==> src/rtl/ddr_local_port_arbiter.sv <==
// Two-port round-robin arbiter in front of the DDR controller local interface.
// Write bursts are kept atomic; a tag FIFO steers returning read beats back to the issuing port.
module ddr_local_port_arbiter #(
    parameter int DATA_BITS = 32,
    parameter int ADDR_BITS = 23,
    parameter int SIZE_BITS = 2,
    parameter int TAG_DEPTH = 8
) (
    input  logic                   clk,
    input  logic                   reset,
    input  logic                   p0_read_req,
    input  logic                   p0_write_req,
    input  logic [SIZE_BITS-1:0]   p0_size,
    input  logic [ADDR_BITS-1:0]   p0_addr,
    input  logic [DATA_BITS-1:0]   p0_wdata,
    input  logic [DATA_BITS/8-1:0] p0_be,
    output logic                   p0_ready,
    output logic [DATA_BITS-1:0]   p0_rdata,
    output logic                   p0_rdata_valid,
    input  logic                   p1_read_req,
    input  logic                   p1_write_req,
    input  logic [SIZE_BITS-1:0]   p1_size,
    input  logic [ADDR_BITS-1:0]   p1_addr,
    input  logic [DATA_BITS-1:0]   p1_wdata,
    input  logic [DATA_BITS/8-1:0] p1_be,
    output logic                   p1_ready,
    output logic [DATA_BITS-1:0]   p1_rdata,
    output logic                   p1_rdata_valid,
    input  logic                   ctl_init_done,
    input  logic                   ctl_ready,
    output logic                   ctl_read_req,
    output logic                   ctl_write_req,
    output logic                   ctl_burstbegin,
    output logic [SIZE_BITS-1:0]   ctl_size,
    output logic [ADDR_BITS-1:0]   ctl_addr,
    output logic [DATA_BITS-1:0]   ctl_wdata,
    output logic [DATA_BITS/8-1:0] ctl_be,
    input  logic [DATA_BITS-1:0]   ctl_rdata,
    input  logic                   ctl_rdata_valid,
    output logic                   rd_underflow
);
    localparam int BE_BITS  = DATA_BITS / 8;
    localparam int PTR_BITS = $clog2(TAG_DEPTH);

    typedef enum logic {IDLE, WBURST} state_e;

    typedef struct packed {
        logic                 port;
        logic [SIZE_BITS-1:0] size;
    } tag_t;

    function automatic logic [SIZE_BITS-1:0] norm_size(input logic [SIZE_BITS-1:0] s);
        return (s == '0) ? SIZE_BITS'(1) : s;
    endfunction

    // Per-port views so the winner can be selected by index
    logic [1:0]           rd_req, wr_req;
    logic [SIZE_BITS-1:0] req_size  [2];
    logic [ADDR_BITS-1:0] req_addr  [2];
    logic [DATA_BITS-1:0] req_wdata [2];
    logic [BE_BITS-1:0]   req_be    [2];

    assign rd_req       = {p1_read_req, p0_read_req};
    assign wr_req       = {p1_write_req, p0_write_req};
    assign req_size[0]  = p0_size;
    assign req_size[1]  = p1_size;
    assign req_addr[0]  = p0_addr;
    assign req_addr[1]  = p1_addr;
    assign req_wdata[0] = p0_wdata;
    assign req_wdata[1] = p1_wdata;
    assign req_be[0]    = p0_be;
    assign req_be[1]    = p1_be;

    state_e               state_q, state_d;
    logic                 last_grant_q, last_grant_d;
    logic                 owner_q, owner_d;
    logic [SIZE_BITS-1:0] beats_left_q, beats_left_d;
    logic [SIZE_BITS-1:0] burst_size_q, burst_size_d;

    tag_t                 tag_mem [TAG_DEPTH];
    logic [PTR_BITS-1:0]  wr_ptr_q, rd_ptr_q;
    logic [PTR_BITS:0]    count_q;
    logic [SIZE_BITS-1:0] beat_cnt_q;
    logic [DATA_BITS-1:0] rdata_q;
    logic [1:0]           rvalid_q;
    logic                 underflow_q;

    logic                 fifo_full, fifo_empty;
    logic [1:0]           elig;
    logic                 winner, fwd_rd, fwd_wr, fwd_fields, accepted;
    logic                 push, pop, ret;
    tag_t                 push_tag, head_tag;

    assign fifo_full  = (count_q == (PTR_BITS+1)'(TAG_DEPTH));
    assign fifo_empty = (count_q == '0);
    assign head_tag   = tag_mem[rd_ptr_q];

    always_comb begin
        state_d        = state_q;
        last_grant_d   = last_grant_q;
        owner_d        = owner_q;
        beats_left_d   = beats_left_q;
        burst_size_d   = burst_size_q;
        winner         = 1'b0;
        fwd_rd         = 1'b0;
        fwd_wr         = 1'b0;
        fwd_fields     = 1'b0;
        push           = 1'b0;
        push_tag       = '0;
        ctl_read_req   = 1'b0;
        ctl_write_req  = 1'b0;
        ctl_burstbegin = 1'b0;
        ctl_size       = '0;
        ctl_addr       = '0;
        ctl_wdata      = '0;
        ctl_be         = '0;

        // A port asserting both requests is arbitrated as a writer
        elig[0] = wr_req[0] | (rd_req[0] & ~fifo_full);
        elig[1] = wr_req[1] | (rd_req[1] & ~fifo_full);

        if (state_q == IDLE) begin
            winner     = (&elig) ? ~last_grant_q : elig[1];
            fwd_fields = (|elig) & ctl_init_done & ~reset;
            fwd_wr     = fwd_fields & wr_req[winner];
            fwd_rd     = fwd_fields & ~wr_req[winner];
        end else begin
            winner     = owner_q;
            fwd_fields = ctl_init_done & ~reset;
            fwd_wr     = fwd_fields & wr_req[owner_q];
        end

        if (fwd_fields) begin
            ctl_read_req   = fwd_rd;
            ctl_write_req  = fwd_wr;
            ctl_burstbegin = (state_q == IDLE) & (fwd_rd | fwd_wr);
            ctl_size       = (state_q == IDLE) ? req_size[winner] : burst_size_q;
            ctl_addr       = req_addr[winner];
            ctl_wdata      = req_wdata[winner];
            ctl_be         = req_be[winner];
        end

        accepted = (fwd_rd | fwd_wr) & ctl_ready;
        push_tag = '{port: winner, size: norm_size(req_size[winner])};

        if (accepted) begin
            if (state_q == IDLE) begin
                if (fwd_rd) begin
                    push         = 1'b1;
                    last_grant_d = winner;
                end else if (norm_size(req_size[winner]) == SIZE_BITS'(1)) begin
                    last_grant_d = winner;
                end else begin
                    owner_d      = winner;
                    beats_left_d = norm_size(req_size[winner]) - SIZE_BITS'(1);
                    burst_size_d = norm_size(req_size[winner]);
                    state_d      = WBURST;
                end
            end else begin
                beats_left_d = beats_left_q - SIZE_BITS'(1);
                if (beats_left_q == SIZE_BITS'(1)) begin
                    last_grant_d = owner_q;
                    state_d      = IDLE;
                end
            end
        end

        ret = ctl_rdata_valid & ~fifo_empty;
        pop = ret & ((beat_cnt_q + SIZE_BITS'(1)) == head_tag.size);
    end

    assign p0_ready       = accepted & ~winner;
    assign p1_ready       = accepted & winner;
    assign p0_rdata       = rdata_q;
    assign p1_rdata       = rdata_q;
    assign p0_rdata_valid = rvalid_q[0];
    assign p1_rdata_valid = rvalid_q[1];
    assign rd_underflow   = underflow_q;

    always_ff @(posedge clk or posedge reset) begin
        if (reset) begin
            state_q      <= IDLE;
            last_grant_q <= 1'b1;
            owner_q      <= 1'b0;
            beats_left_q <= '0;
            burst_size_q <= '0;
        end else begin
            state_q      <= state_d;
            last_grant_q <= last_grant_d;
            owner_q      <= owner_d;
            beats_left_q <= beats_left_d;
            burst_size_q <= burst_size_d;
        end
    end

    always_ff @(posedge clk) begin
        if (push) begin
            tag_mem[wr_ptr_q] <= push_tag;
        end
    end

    // Occupancy is registered, so a same-cycle pop cannot make room for a push
    always_ff @(posedge clk or posedge reset) begin
        if (reset) begin
            wr_ptr_q    <= '0;
            rd_ptr_q    <= '0;
            count_q     <= '0;
            beat_cnt_q  <= '0;
            rdata_q     <= '0;
            rvalid_q    <= '0;
            underflow_q <= 1'b0;
        end else begin
            if (push) begin
                wr_ptr_q <= wr_ptr_q + PTR_BITS'(1);
            end
            if (pop) begin
                rd_ptr_q <= rd_ptr_q + PTR_BITS'(1);
            end
            case ({push, pop})
                2'b10:   count_q <= count_q + (PTR_BITS+1)'(1);
                2'b01:   count_q <= count_q - (PTR_BITS+1)'(1);
                default: count_q <= count_q;
            endcase
            rvalid_q <= ret ? (head_tag.port ? 2'b10 : 2'b01) : 2'b00;
            if (ret) begin
                rdata_q    <= ctl_rdata;
                beat_cnt_q <= pop ? '0 : beat_cnt_q + SIZE_BITS'(1);
            end
            if (ctl_rdata_valid & fifo_empty) begin
                underflow_q <= 1'b1;
            end
        end
    end
endmodule

==> config.mk <==
export PLATFORM = sky130hd
export DESIGN_NAME = ddr_local_port_arbiter
export DESIGN_NICKNAME = d
export VERILOG_FILES = /design/src/rtl/ddr_local_port_arbiter.sv
export SDC_FILE = /design/constraint.sdc
export NUM_CORES = 1
export LEC_CHECK = 0
export CORE_ASPECT_RATIO = 0.8
export CORE_MARGIN = 10
export CORE_UTILIZATION = 40
export DETAILED_ROUTE_END_ITERATION = 8
export GPL_TIMING_DRIVEN = 0
export PLACE_DENSITY = 0.87
export REMOVE_ABC_BUFFERS = 1
export SKIP_CTS_REPAIR_TIMING = 1
export SLEW_MARGIN = 5
export SYNTH_ARGS = -nofsm -noshare
export SYNTH_HDL_FRONTEND = slang
export SYNTH_SLANG_ARGS = --single-unit
==> constraint.sdc <==
create_clock -name clk -period 8 [get_ports clk]
set_input_delay 0.8 -clock clk [delete_from_list [all_inputs] [get_ports clk]]
set_output_delay 0.8 -clock clk [all_outputs]
set_load 0.02 [all_outputs]
== Word-level counts from Yosys, hierarchy flattened ==
Memories as Yosys holds them, arrays and structs flattened.
Index checks and enable logic that the tools add are counted.
Storage, ports and cells
  bits in writable memories: 24
  output and inout port bits: 133
  input bits: 163
  word-level logic and storage cells: 119
  flip-flop bits (word level): 54
  memories kept: 1
  bits in latches: 0
  bits in read-only memories: 0
Operators by class
  reductions and logical operators: 9
  multiply operators: 0
  div/mod/pow operators: 0
  equality and inequality tests: 9
  shift-type cells: 0
  mux-type cells: 50
  add/subtract/negate cells: 7
  bitwise logic cells: 28
  magnitude comparators: 3
Memories
  tag_mem: depth 8, width 3, rd ports 1, clocked after memory_dff 0, wr ports 1, RTL line 80  | tag_t tag_mem [TAG_DEPTH];
Operators by type and width (number)
  $mux 32: 4
  $mux 23: 4
  $mux 1: 25
  $mux 2: 12
  $mux 4: 4
  $and 1x1->1: 15
  $not 1->1: 9
  $pmux 4 s2: 1
  $add 3x1->3 const B: 2
  $eq 2x1->1 const B: 3
  $reduce_and 3->1: 2
  $add 4x1->4 const B: 1
  $eq 4x4->1 const B: 1
  $logic_not 4->1: 1
  $lt 1x2->1 const B: 2
  $ne 2x2->1 const B: 2
  $reduce_and 4->1: 1
  $sub 2x1->2 const B: 2
  $sub 4x1->4 const B: 1
  $or 1x1->1: 3
  $reduce_bool 3->1: 1
  $add 2x1->2 const B: 1
  $eq 2x2->1: 1
  $eq 2x2->1 const B: 1
  other kinds (7): 7

== Depth between registers and ports, before layout ==
Gate-level depths: netlist of the first run.
  depth after elaboration: 17
  mapped depth: 13

== Worst setup path after synthesis of the first run ==
Ideal clock, no wire load.
  kind: input to register
  start point: input reset
  end point: register count_q[3]
  data required time: 7875 ps
  library setup time: 125 ps
  arrival time: 3165 ps
  stages: 13
  slack: 4710 ps
  cells stage by stage: nand2b_1 > a211oi_2 > nand2_1 > inv_2 > o31a_1 > nand2_1 > ha_1 > ha_1 > a21o_1 > a21oi_1 > xnor2_1 > nor2_1 > xor2_1
Between the ends
  longest elaborated chain between the ends: 9
Ends and longest elaborated chain
  from (decl): RTL line 10  | input logic reset,
  $not 1->1 (*): RTL line 124, 129
  $and 1x1->1 (on tied branches): RTL line 124, 129
  $and 1x1->1 (on tied branches): RTL line 126, 125, 130
  $mux 1: RTL line 122  | if (state_q == IDLE) begin
  $mux 1 or $or 1x1->1 (tied branches): RTL line 148, 143
  $mux 1 or $and 1x1->1 (tied branches): RTL line 147, 143
  $mux 1 (*): RTL line 146  | if (accepted) begin
  $eq 2x1->1 or $eq 2x2->1 (tied branches): RTL line 219  | case ({push, pop})
  $pmux 4 s2 or $reduce_bool 2->1 (tied branches)
  to (signal assigned): RTL line 220  | 2'b10: count_q <= count_q + (PTR_BITS+1)'(1);
  to (signal assigned): RTL line 221  | 2'b01: count_q <= count_q - (PTR_BITS+1)'(1);
  to (signal assigned): RTL line 222  | default: count_q <= count_q;
  to (decl): RTL line 82  | logic [PTR_BITS:0] count_q;
Every way passes the cells marked *; elsewhere a longest branch is shown, timed or not.
A chain may end at the register's enable or synchronous reset.

== Worst setup path in the final report of the first run ==
  start point: input p0_write_req
  end point: output ctl_be[1]
Between the ends
  longest elaborated chain between the ends: 9
Ends and longest elaborated chain
  from (decl): RTL line 12  | input logic p0_write_req,
  $or 1x1->1 (*): RTL line 119  | elig[0] = wr_req[0] | (rd_req[0] & ~fifo_full);
  $reduce_and 2->1: RTL line 123  | winner = (&elig) ? ~last_grant_q : elig[1];
  $mux 1: RTL line 123
  $mux 1: RTL line 122
  $not 1->2 (not written as such): RTL line 140  | ctl_be = req_be[winner];
  $mux 4 (not written as such) (3 in a row): RTL line 140
  $mux 4 (*): RTL line 133  | if (fwd_fields) begin
  to (decl): RTL line 37  | output logic [DATA_BITS/8-1:0] ctl_be,
Every way passes the cells marked *; elsewhere a longest branch is shown, timed or not. The select of a mux whose other input is x is not followed.

==> results of run 1 <==
[through the flow]
step                      area [um2]  worst slack, ns
final                           7770             3.27
after global routing            7770             3.08
after CTS                       7760             3.28
after detailed placement        7460             3.30
after global placement          7370             1.65
after floorplan                 4230             3.74
[power groups by stage]
stage / Clock [mW] / Combinational, mW / Sequential (mW)
after CTS: 0.407 / 1.44 / 0.659
after floorplan: 0 / 0.659 / 0.766
after global placement: 0 / 1.38 / 0.656
after detailed placement: 0 / 1.43 / 0.664
after global routing: 0.428 / 1.54 / 0.677
final: 0.402 / 1.42 / 0.658
[Yosys cell counts (2+ instances only)]
cell type    n  area, um2
ha_1         6       75.1
nor2_1      16       60.1
a211oi_2     2       25.0
mux2i_4      2       45.0
mux4_2       6        135
mux2_2       2       22.5
nand2_1    227        852
mux2i_1      7       70.1
a21oi_1     62        310
inv_1        8       30.0
xor2_1       5       43.8
buf_4       34        255
o21ai_0      5       25.0
edfxtp_1    24        721
inv_2        2       7.51
and2_1       2       12.5
mux2_1       4       45.0
buf_1        3       11.3
nand2b_1     4       25.0
buf_2        2       10.0
nor4_1       4       25.0
o21ai_1      3       15.0
dfrtp_1     53       1330
clkbuf_1    24       90.1
xnor2_1      3       26.3
nor4b_4      2       47.6
nor3_1       7       35.0
a21o_1       3       22.5
[logic make-up (layout without fill, tap and decap cells)]
logic type,Yosys count,count (layout)
compound gates,85,85
other cells,0,2
simple gates,270,270
mux,22,22
xor+xnor,9,9
buf+inv,74,326
flops,78,78
fa+ha+maj,7,7
[critical path, cell delays in order]
cell and delay, ns:
clkdlybuf4s50_1 0.51, a21oi_1 0.20, o21ai_1 0.09, o21a_2 0.40, buf_12 0.25, inv_4 0.53, nand2_1 0.11, a21oi_1 0.29
clkdlybuf4s50_1 0.72
[sequential cells by signal, indices dropped and copies added (netlist names)]
register      count
owner_q           1
p0_rdata         32
rd_underflow      1
last_grant_q      1
burst_size_q      2
beat_cnt_q        2
rvalid_q          2
state_q           1
tag_mem          24
wr_ptr_q          3
rd_ptr_q          3
beats_left_q      2
count_q           4
[metal layers]
| metal | wire, um | vias up | GRT usage [%] |
|---|---|---|---|
| met5 | 0 | - | 0 |
| met4 | 359 | 0 | 5.98 |
| met1 | 6690 | 2228 | 22.5 |
| li1 | - | 2261 | - |
| met3 | 2330 | 24 | 11.7 |
| met2 | 9200 | 237 | 37.1 |
[area by class of cell]
class | count | area [um2]
Fill cell | 768 | 3290
Sequential cell | 78 | 2070
Multi-Input combinational cell | 393 | 2130
Antenna cell | 2 | 5.00
Tap cell | 144 | 180
Inverter | 11 | 43.8
Clock buffer | 10 | 229
Timing Repair Buffer | 299 | 3040
Clock inverter | 6 | 68.8
[path summary, 6_finish.rpt]
path                                           from                          end  depth (start not counted)
max in group asynchronous                     reset     p0_rdata[12]$_DFFE_PP0P_                          3
setup reg to reg            rd_ptr_q[0]$_DFFE_PP0P_       count_q[3]$_DFFE_PP0P_                         12
hold reg to reg            rd_underflow$_DFFE_PP0P_     rd_underflow$_DFFE_PP0P_                          1
hold / removal             rd_underflow$_DFFE_PP0P_     rd_underflow$_DFFE_PP0P_                          1
setup / recovery                       p0_write_req                    ctl_be[1]                          9
min in group asynchronous                     reset  burst_size_q[0]$_DFFE_PP0P_                          2
[cell usage in the layout, fill, tap and decap left out, types with 2 or more instances in the layout]
| master | Yosys | routed |
|---|---|---|
| nor3_1 | 7 | 7 |
| inv_2 | 2 | 3 |
| a21oi_1 | 62 | 62 |
| clkdlybuf4s50_1 | 0 | 295 |
| mux2_2 | 2 | 2 |
| mux4_2 | 6 | 6 |
| inv_6 | 0 | 2 |
| o21ai_1 | 3 | 3 |
| mux2i_4 | 2 | 2 |
| nand2_1 | 227 | 227 |
| mux2i_1 | 7 | 7 |
| a211oi_2 | 2 | 2 |
| dfrtp_1 | 53 | 53 |
| mux2_1 | 4 | 4 |
| o21ai_0 | 5 | 5 |
| nor4b_4 | 2 | 2 |
| a21o_1 | 3 | 3 |
| edfxtp_1 | 24 | 24 |
| inv_1 | 8 | 7 |
| ha_1 | 6 | 6 |
| diode_2 | 0 | 2 |
| xnor2_1 | 3 | 3 |
| nor2_1 | 16 | 15 |
| buf_12 | 0 | 3 |
| nor4_1 | 4 | 4 |
| xor2_1 | 5 | 5 |
| clkbuf_16 | 0 | 9 |
| and2_1 | 2 | 2 |
| nand2b_1 | 4 | 3 |
==> flow_metrics.py, run 1 <==
metrics = {
    "status": {
        "status": "completed",
    },
    "synthesis": {
        "synth_top_family_by_area": "simple AND/OR/NAND/NOR gates",
        "async_flop_share_pct": 69.2,
        "synth.avg_cell_area_um2": 8.44,
        "yosysWarningCount": 0,
        "yosysUniqueCellTypes": 51,
        "synthAdderAreaFrac_pct": 2.07,
        "synth_compound_area_share_pct": 10.5,
        "syn_inst": 545,
        "synth_edf_count": 24,
        "synthXorXnorAreaFrac_pct": 1.88,
        "yosys.area_share.simple_pct": 24.3,
        "ys_seq_elements": 78,
        "synthMuxAreaShare_pct": 7.24,
        "seq_area_frac_synth_pct": 45.1,
        "synth_ff_type": "dfrtp_1",
        "syn_area_mm2": 0.00460,
    },
    "finish": {
        "final_core_util_pct": 70.2,
        "final_nets": 962,
        "drive_gt1_share_pct": 6.02,
        "area_growth_syn_to_layout_pct": 68.9,
        "instances_no_fill": 943,
    },
    "cts": {
        "h-tree-depth": 3,
        "cts.clk_slew.worst_paths_ns": 0.06,
        "cts_buffers": 9,
        "root_buffer": "clkbuf_16",
        "clk_path_buf_depth": 2,
        "cts_tree": "built",
        "clock_latency_ns": 0.33,
        "cts_sinks": 78,
    },
    "routing": {
        "ant_nets": 0,
        "vias": 4750,
        "drcViolationCount": 0,
        "via_per_inst": 5.04,
        "routed_wl_mm": 18.6,
        "wl_per_cell_um": 19.7,
        "first_pass_iters": 4,
        "drt_iter0_drc": 395,
    },
    "die": {
        "start_util_pct": 41.6,
        "core-area_mm2": 0.0111,
        "chipHeight_um": 116,
        "die_w_um": 140,
        "io_pins": 296,
        "die_area_mm2": 0.0162,
        "rows": 34,
    },
    "grt": {
        "grt_max_degree": 72,
        "antenna_found_initial": 1,
        "gr-total-overflow": 0,
        "grtUsageTotal_pct": 21.5,
        "grt_pass1_vias": 4834,
        "grt_pass1_wl_mm": 27.5,
    },
    "power": {
        "pwr-share-comb_pct": 57.3,
        "p_leak_nw": 3.24,
        "clkPwrFrac_pct": 16.2,
        "p_seq_share_pct": 26.5,
        "switching_share_pct": 42.8,
        "finalPower_mw": 2.48,
        "p_int_mw": 1.42,
        "switchingPower_mw": 1.06,
        "power.density_mw_per_mm2": 319,
        "ir_drop_mv": 0.332,
    },
    "worst_hold_path": {
        "hold_path.class": "flip-flop to flip-flop",
    },
    "timing": {
        "max_freq_ghz": 0.211,
        "whs_ns": 0.459,
        "max-slew-margin-rel_pct": 50.4,
        "worst_pin_slew_ns": 0.734,
        "slew_viol_final": 0,
        "fin_crit_sh_pct": 59.2,
        "rsz0062_at_grt": "no",
        "finalHoldViolCount": 0,
        "min_period_ns": 4.73,
        "setup_viol": 0,
        "setup_tns_ns": 0,
        "clock_skew_ns": 0.0101,
    },
    "critical_path": {
        "crit_fanout": 71,
        "start_kind": "input pin",
        "ff2ff_setup_slack_ns": 4.64,
        "cp.arrival_ns": 3.93,
        "required_ns": 7.20,
        "cp-end-kind": "primary output",
        "crit_type": "input pin to primary output",
    },
    "placement": {
        "io_buffers": 295,
        "globalplace.congestion": 0.903,
        "place.detailed.hpwl_mm": 15.4,
        "place_inst": 925,
    },
    "run": {
        "max_cap_viol_count": 0,
    },
}
Power figures use the tool's default switching activity.
==> run 2, diff against run 1 <==
Settings changed: CORE_UTILIZATION 40 to 33, PLACE_DENSITY 0.87 to 0.77.
Clock period 8 ns to 3.95 ns, I/O delays scaled along.
==> flow_metrics.py, run 2 (synthesis gave the netlist of run 1 again) <==
metrics = {
    "finish": {
        "largest_reg_flops": 32,
        "final_cell_mix": "clkdlybuf4s50_1, nand2_1, a21oi_1",
        "n_fill_cell": 1228,
        "drive_gt1_share_pct": 5.89,
        "final_core_util_pct": 57.4,
        "final_common_cell": "clkdlybuf4s50_1",
        "area_growth_syn_to_layout_pct": 69.8,
        "antennaDiodeCount": 0,
        "final_nets": 963,
        "instances_no_fill": 978,
    },
    "timing": {
        "fin_crit_sh_pct": 94.5,
        "slew_viol_final": 0,
        "min_period_ns": 3.73,
        "setup_tns_ns": 0,
        "max_freq_ghz": 0.268,
        "finalHoldViolCount": 0,
        "setup_viol": 0,
        "rsz0062_at_grt": "no",
        "max-slew-margin-rel_pct": 49.3,
        "worst_pin_slew_ns": 0.750,
        "clock_skew_ns": 0.00736,
    },
    "cts": {
        "cts_buffers": 9,
        "cts.clk_slew.worst_paths_ns": 0.06,
        "cts_tree": "built",
        "h-tree-depth": 3,
        "clock_latency_ns": 0.32,
        "clk_path_buf_depth": 2,
        "cts_sinks": 78,
        "root_buffer": "clkbuf_16",
    },
    "grt": {
        "gr-total-overflow": 0,
        "grtUsageTotal_pct": 17.6,
        "grt_pass1_wl_mm": 27.1,
        "grt_max_degree": 72,
        "antenna_found_initial": 0,
        "grt_pass1_vias": 4747,
    },
    "power": {
        "finalPower_mw": 4.99,
        "ir_drop_mv": 0.626,
        "p_int_mw": 2.87,
        "p_seq_share_pct": 26.7,
        "power.density_mw_per_mm2": 640,
        "switching_share_pct": 42.5,
        "p_leak_nw": 3.24,
        "pwr-share-comb_pct": 57.6,
        "switchingPower_mw": 2.12,
        "clkPwrFrac_pct": 15.7,
    },
    "die": {
        "die_w_um": 152,
        "core-area_mm2": 0.0136,
        "rows": 38,
        "io_pins": 296,
        "die_area_mm2": 0.0191,
        "chipHeight_um": 126,
        "start_util_pct": 33.8,
    },
    "worst_hold_path": {
        "hold_path.class": "flip-flop to flip-flop",
    },
    "critical_path": {
        "start_kind": "flip-flop",
        "slowest_delay_ns": 0.63,
        "crit_type": "flip-flop to primary output",
        "path_cells": "nor4b_4, o21ba_2, o21a_4, buf_12, clkinv_8, mux2i_4, o21ai_1, clkdlybuf4s50_1",
        "required_ns": 3.56,
        "cp_slowest_cell": "clkdlybuf4s50_1",
        "cp-end-kind": "primary output",
        "cp.arrival_ns": 3.34,
        "crit_fanout": 71,
        "ff2ff_setup_slack_ns": 0.60,
    },
    "run": {
        "max_cap_viol_count": 0,
    },
    "placement": {
        "io_buffers": 295,
        "place.detailed.hpwl_mm": 14.2,
        "globalplace.congestion": 0.818,
        "place_inst": 961,
    },
    "routing": {
        "ant_nets": 0,
        "first_pass_iters": 4,
        "drcViolationCount": 0,
        "drt_iter0_drc": 238,
        "vias": 4554,
        "routed_wl_mm": 17.5,
        "via_per_inst": 4.66,
        "wl_per_cell_um": 17.9,
    },
    "status": {
        "status": "completed",
    },
}
==> run 2: cell types whose count changed in the layout (fill, tap and decap cells not counted), sizes merged <==
cell / previous run / this run
clkinvlp: 1 / 0
diode: 2 / 0
buf: 4 / 5
clkinv: 2 / 4
clkbuf: 10 / 12
inv: 13 / 10
==> run 2: worst paths after layout <==
check,from,to,cells past startpoint
min reg2reg,rd_underflow$_DFFE_PP0P_,rd_underflow$_DFFE_PP0P_,1
max,count_q[2]$_DFFE_PP0P_,ctl_size[0],8
max reg2reg,rd_ptr_q[0]$_DFFE_PP0P_,count_q[3]$_DFFE_PP0P_,12
min,rd_underflow$_DFFE_PP0P_,rd_underflow$_DFFE_PP0P_,1
max in group asynchronous,reset,last_grant_q$_DFFE_PP1P_,3
min in group asynchronous,reset,burst_size_q[0]$_DFFE_PP0P_,2
==> run 2: critical path, delay by kind of cell (launching register included) <==
family | cells | cell delay [ns]
AOI/OAI and AO/OA | 3 | 0.62
buffers and inverters | 3 | 1.16
DFF | 1 | 0.44
muxes | 1 | 0.31
and+or+nand+nor | 1 | 0.44
==> run 2: power groups by stage <==
stage                     clock network [mW]  registers (mW)  logic (mW)
after CTS                              0.804            1.34        2.90
after global routing                   0.850            1.38        3.15
after global placement                     0            1.34        2.82
after floorplan                            0            1.55        1.33
final                                  0.784            1.34        2.87
after detailed placement                   0            1.35        2.88
==> run 2: final cells by class <==
cell class,count,area (um2),area share [%]
Clock inverter,4,48.8,0.625
Multi-Input combinational cell,393,2140,27.4
Clock buffer,12,236,3.03
Timing Repair Buffer,300,3040,38.9
Sequential cell,78,2070,26.6
Tap cell,180,225,2.88
Inverter,11,53.8,0.689
==> run 2: per-layer routing <==
| layer | track usage, % | share of wire, % |
|---|---|---|
| met2 | 30.5 | 50 |
| met5 | 0 | 0 |
| met4 | 3.34 | 0.67 |
| met1 | 18.8 | 38 |
| met3 | 9.04 | 11 |
==> run 2: through the flow <==
| stage | cell area, um2 | hold slack (ns) | worst slack [ns] |
|---|---|---|---|
| after floorplan | 4230 | 0.436 | 0.246 |
| after detailed placement | 7500 | 0.455 | 0.0335 |
| after global routing | 7810 | 0.497 | 0.0355 |
| after global placement | 7410 | 0.442 | -1.76 |
| final | 7810 | 0.463 | 0.218 |
| after CTS | 7780 | 0.467 | -0.228 |
==> run 3, diff against run 2 <==
Settings changed: CORE_UTILIZATION 33 to 34, CTS_BUF_LIST set to sky130_fd_sc_hd__clkbuf_2, PLACE_DENSITY 0.77 to 0.79.
==> flow_metrics.py, run 3 (synthesis gave the netlist of run 1 again) <==
metrics = {
    "cts": {
        "clock_latency_ns": 0.53,
        "cts.clk_slew.worst_paths_ns": 0.25,
        "h-tree-depth": 3,
        "cts_sinks": 78,
        "cts_buffers": 9,
        "clk_path_buf_depth": 2,
        "cts_tree": "built",
        "root_buffer": "clkbuf_2",
    },
    "finish": {
        "final_common_cell": "clkdlybuf4s50_1",
        "fin_area_mm2": 0.00765,
        "final_nets": 964,
        "area_growth_syn_to_layout_pct": 66.4,
        "drive_gt1_share_pct": 6.51,
        "n_fill_cell": 1146,
        "largest_reg_flops": 32,
        "multi_input_area_mm2": 0.00214,
        "final_cell_mix": "clkdlybuf4s50_1, nand2_1, a21oi_1",
        "antennaDiodeCount": 0,
        "seqCellArea_mm2": 0.00207,
    },
    "grt": {
        "grtUsageTotal_pct": 17.4,
        "antenna_found_initial": 1,
        "grt_pass1_vias": 4560,
        "grt_max_degree": 72,
        "grt_pass1_wl_mm": 25.3,
        "gr-total-overflow": 0,
    },
    "timing": {
        "max-slew-margin-rel_pct": 43.9,
        "rsz0062_at_grt": "no",
        "fin_crit_sh_pct": 94.4,
        "max_freq_ghz": 0.268,
        "min_period_ns": 3.73,
        "setup_viol": 0,
        "whs_ns": 0.261,
        "slew_viol_final": 0,
        "setup_tns_ns": 0,
        "finalHoldViolCount": 0,
        "timing.final.ws_setup_ns": 0.222,
        "clock_skew_ns": 0.0380,
        "worst_pin_slew_ns": 0.840,
    },
    "die": {
        "chipHeight_um": 124,
        "die_area_mm2": 0.0186,
        "rows": 37,
        "start_util_pct": 35.2,
        "die_w_um": 150,
        "core-area_mm2": 0.0131,
        "io_pins": 296,
    },
    "placement": {
        "place.detailed.hpwl_mm": 14.1,
        "globalplace.congestion": 0.819,
        "placed_area_mm2": 0.00749,
        "place_ws_ns": 0.173,
        "io_buffers": 295,
    },
    "routing": {
        "via_per_inst": 4.73,
        "wl_per_cell_um": 18.1,
        "drcViolationCount": 0,
        "ant_nets": 0,
        "first_pass_iters": 5,
        "drt_iter0_drc": 176,
        "vias": 4609,
        "routed_wl_mm": 17.6,
    },
    "worst_hold_path": {
        "hold_path.class": "input pin to asynchronous set/reset pin",
    },
    "status": {
        "status": "completed",
    },
    "critical_path": {
        "crit_type": "flip-flop to primary output",
        "crit_fanout": 10,
        "cp-end-kind": "primary output",
        "required_ns": 3.56,
        "start_kind": "flip-flop",
        "crit_start": "count_q[2]$_DFFE_PP0P_",
        "reg2reg_from": "count_q[0]$_DFFE_PP0P_",
        "cp.arrival_ns": 3.33,
        "cp_slowest_cell": "clkdlybuf4s50_1",
        "slowest_delay_ns": 0.55,
        "path_cells": "nor4b_4, buf_4, nor2_1, a211oi_2, mux2i_1, o21ai_2, a22o_1, clkdlybuf4s50_1",
    },
    "power": {
        "finalPower_mw": 4.64,
        "ir_drop_mv": 0.299,
        "power.density_mw_per_mm2": 606,
        "p_leak_nw": 3.19,
    },
    "run": {
        "max_cap_viol_count": 0,
    },
}
-- run 3: stage by stage --
stage,std cells,utilization (%)
after CTS,971,58.2
after global routing,974,58.6
after detailed placement,955,57.4
final,974,58.6
after global placement,952,56.7
after floorplan,482,-
-- run 3: layout make-up --
| type | instances | area share [%] |
|---|---|---|
| tap | 175 | 2.86 |
| clock inverter | 7 | 0.768 |
| multi-input combinational | 393 | 28.0 |
| clock buffer | 9 | 0.588 |
| inverter | 11 | 0.703 |
| sequential | 78 | 27.1 |
| timing repair buffer | 301 | 40.0 |
-- run 3: worst max-delay path, delay by kind of cell (launching register included) --
kind | cells | cell delay (ns)
buf+inv | 2 | 0.73
flops | 1 | 0.50
mux | 1 | 0.44
compound gates | 3 | 0.80
simple gates | 2 | 0.34
-- run 3: path summary, 6_finish.rpt --
check	to	slack (ns)	cells after the start
max	ctl_size[1]	0.22	8
min	owner_q$_DFFE_PP0P_	0.26	2
max reg2reg	count_q[3]$_DFFE_PP0P_	0.53	15
min reg2reg	burst_size_q[1]$_DFFE_PP0P_	0.50	1
max in group asynchronous	p0_rdata[24]$_DFFE_PP0P_	3.08	3
min in group clk	p0_rdata[4]$_DFFE_PP0P_	0.38	3
-- run 3: power breakdown --
part           internal, mW  switching (mW)
combinational          1.33            1.59
clock                0.0921           0.299
sequential             1.08           0.254
-- run 3: routing by layer --
layer | routed length [um] | global-route usage (%) | vias up
met3 | 2230 | 9.71 | 17
li1 | - | - | 2278
met1 | 6280 | 18.2 | 2118
met2 | 8860 | 30.0 | 194
met4 | 225 | 4.12 | 2
met5 | 18 | 0 | -
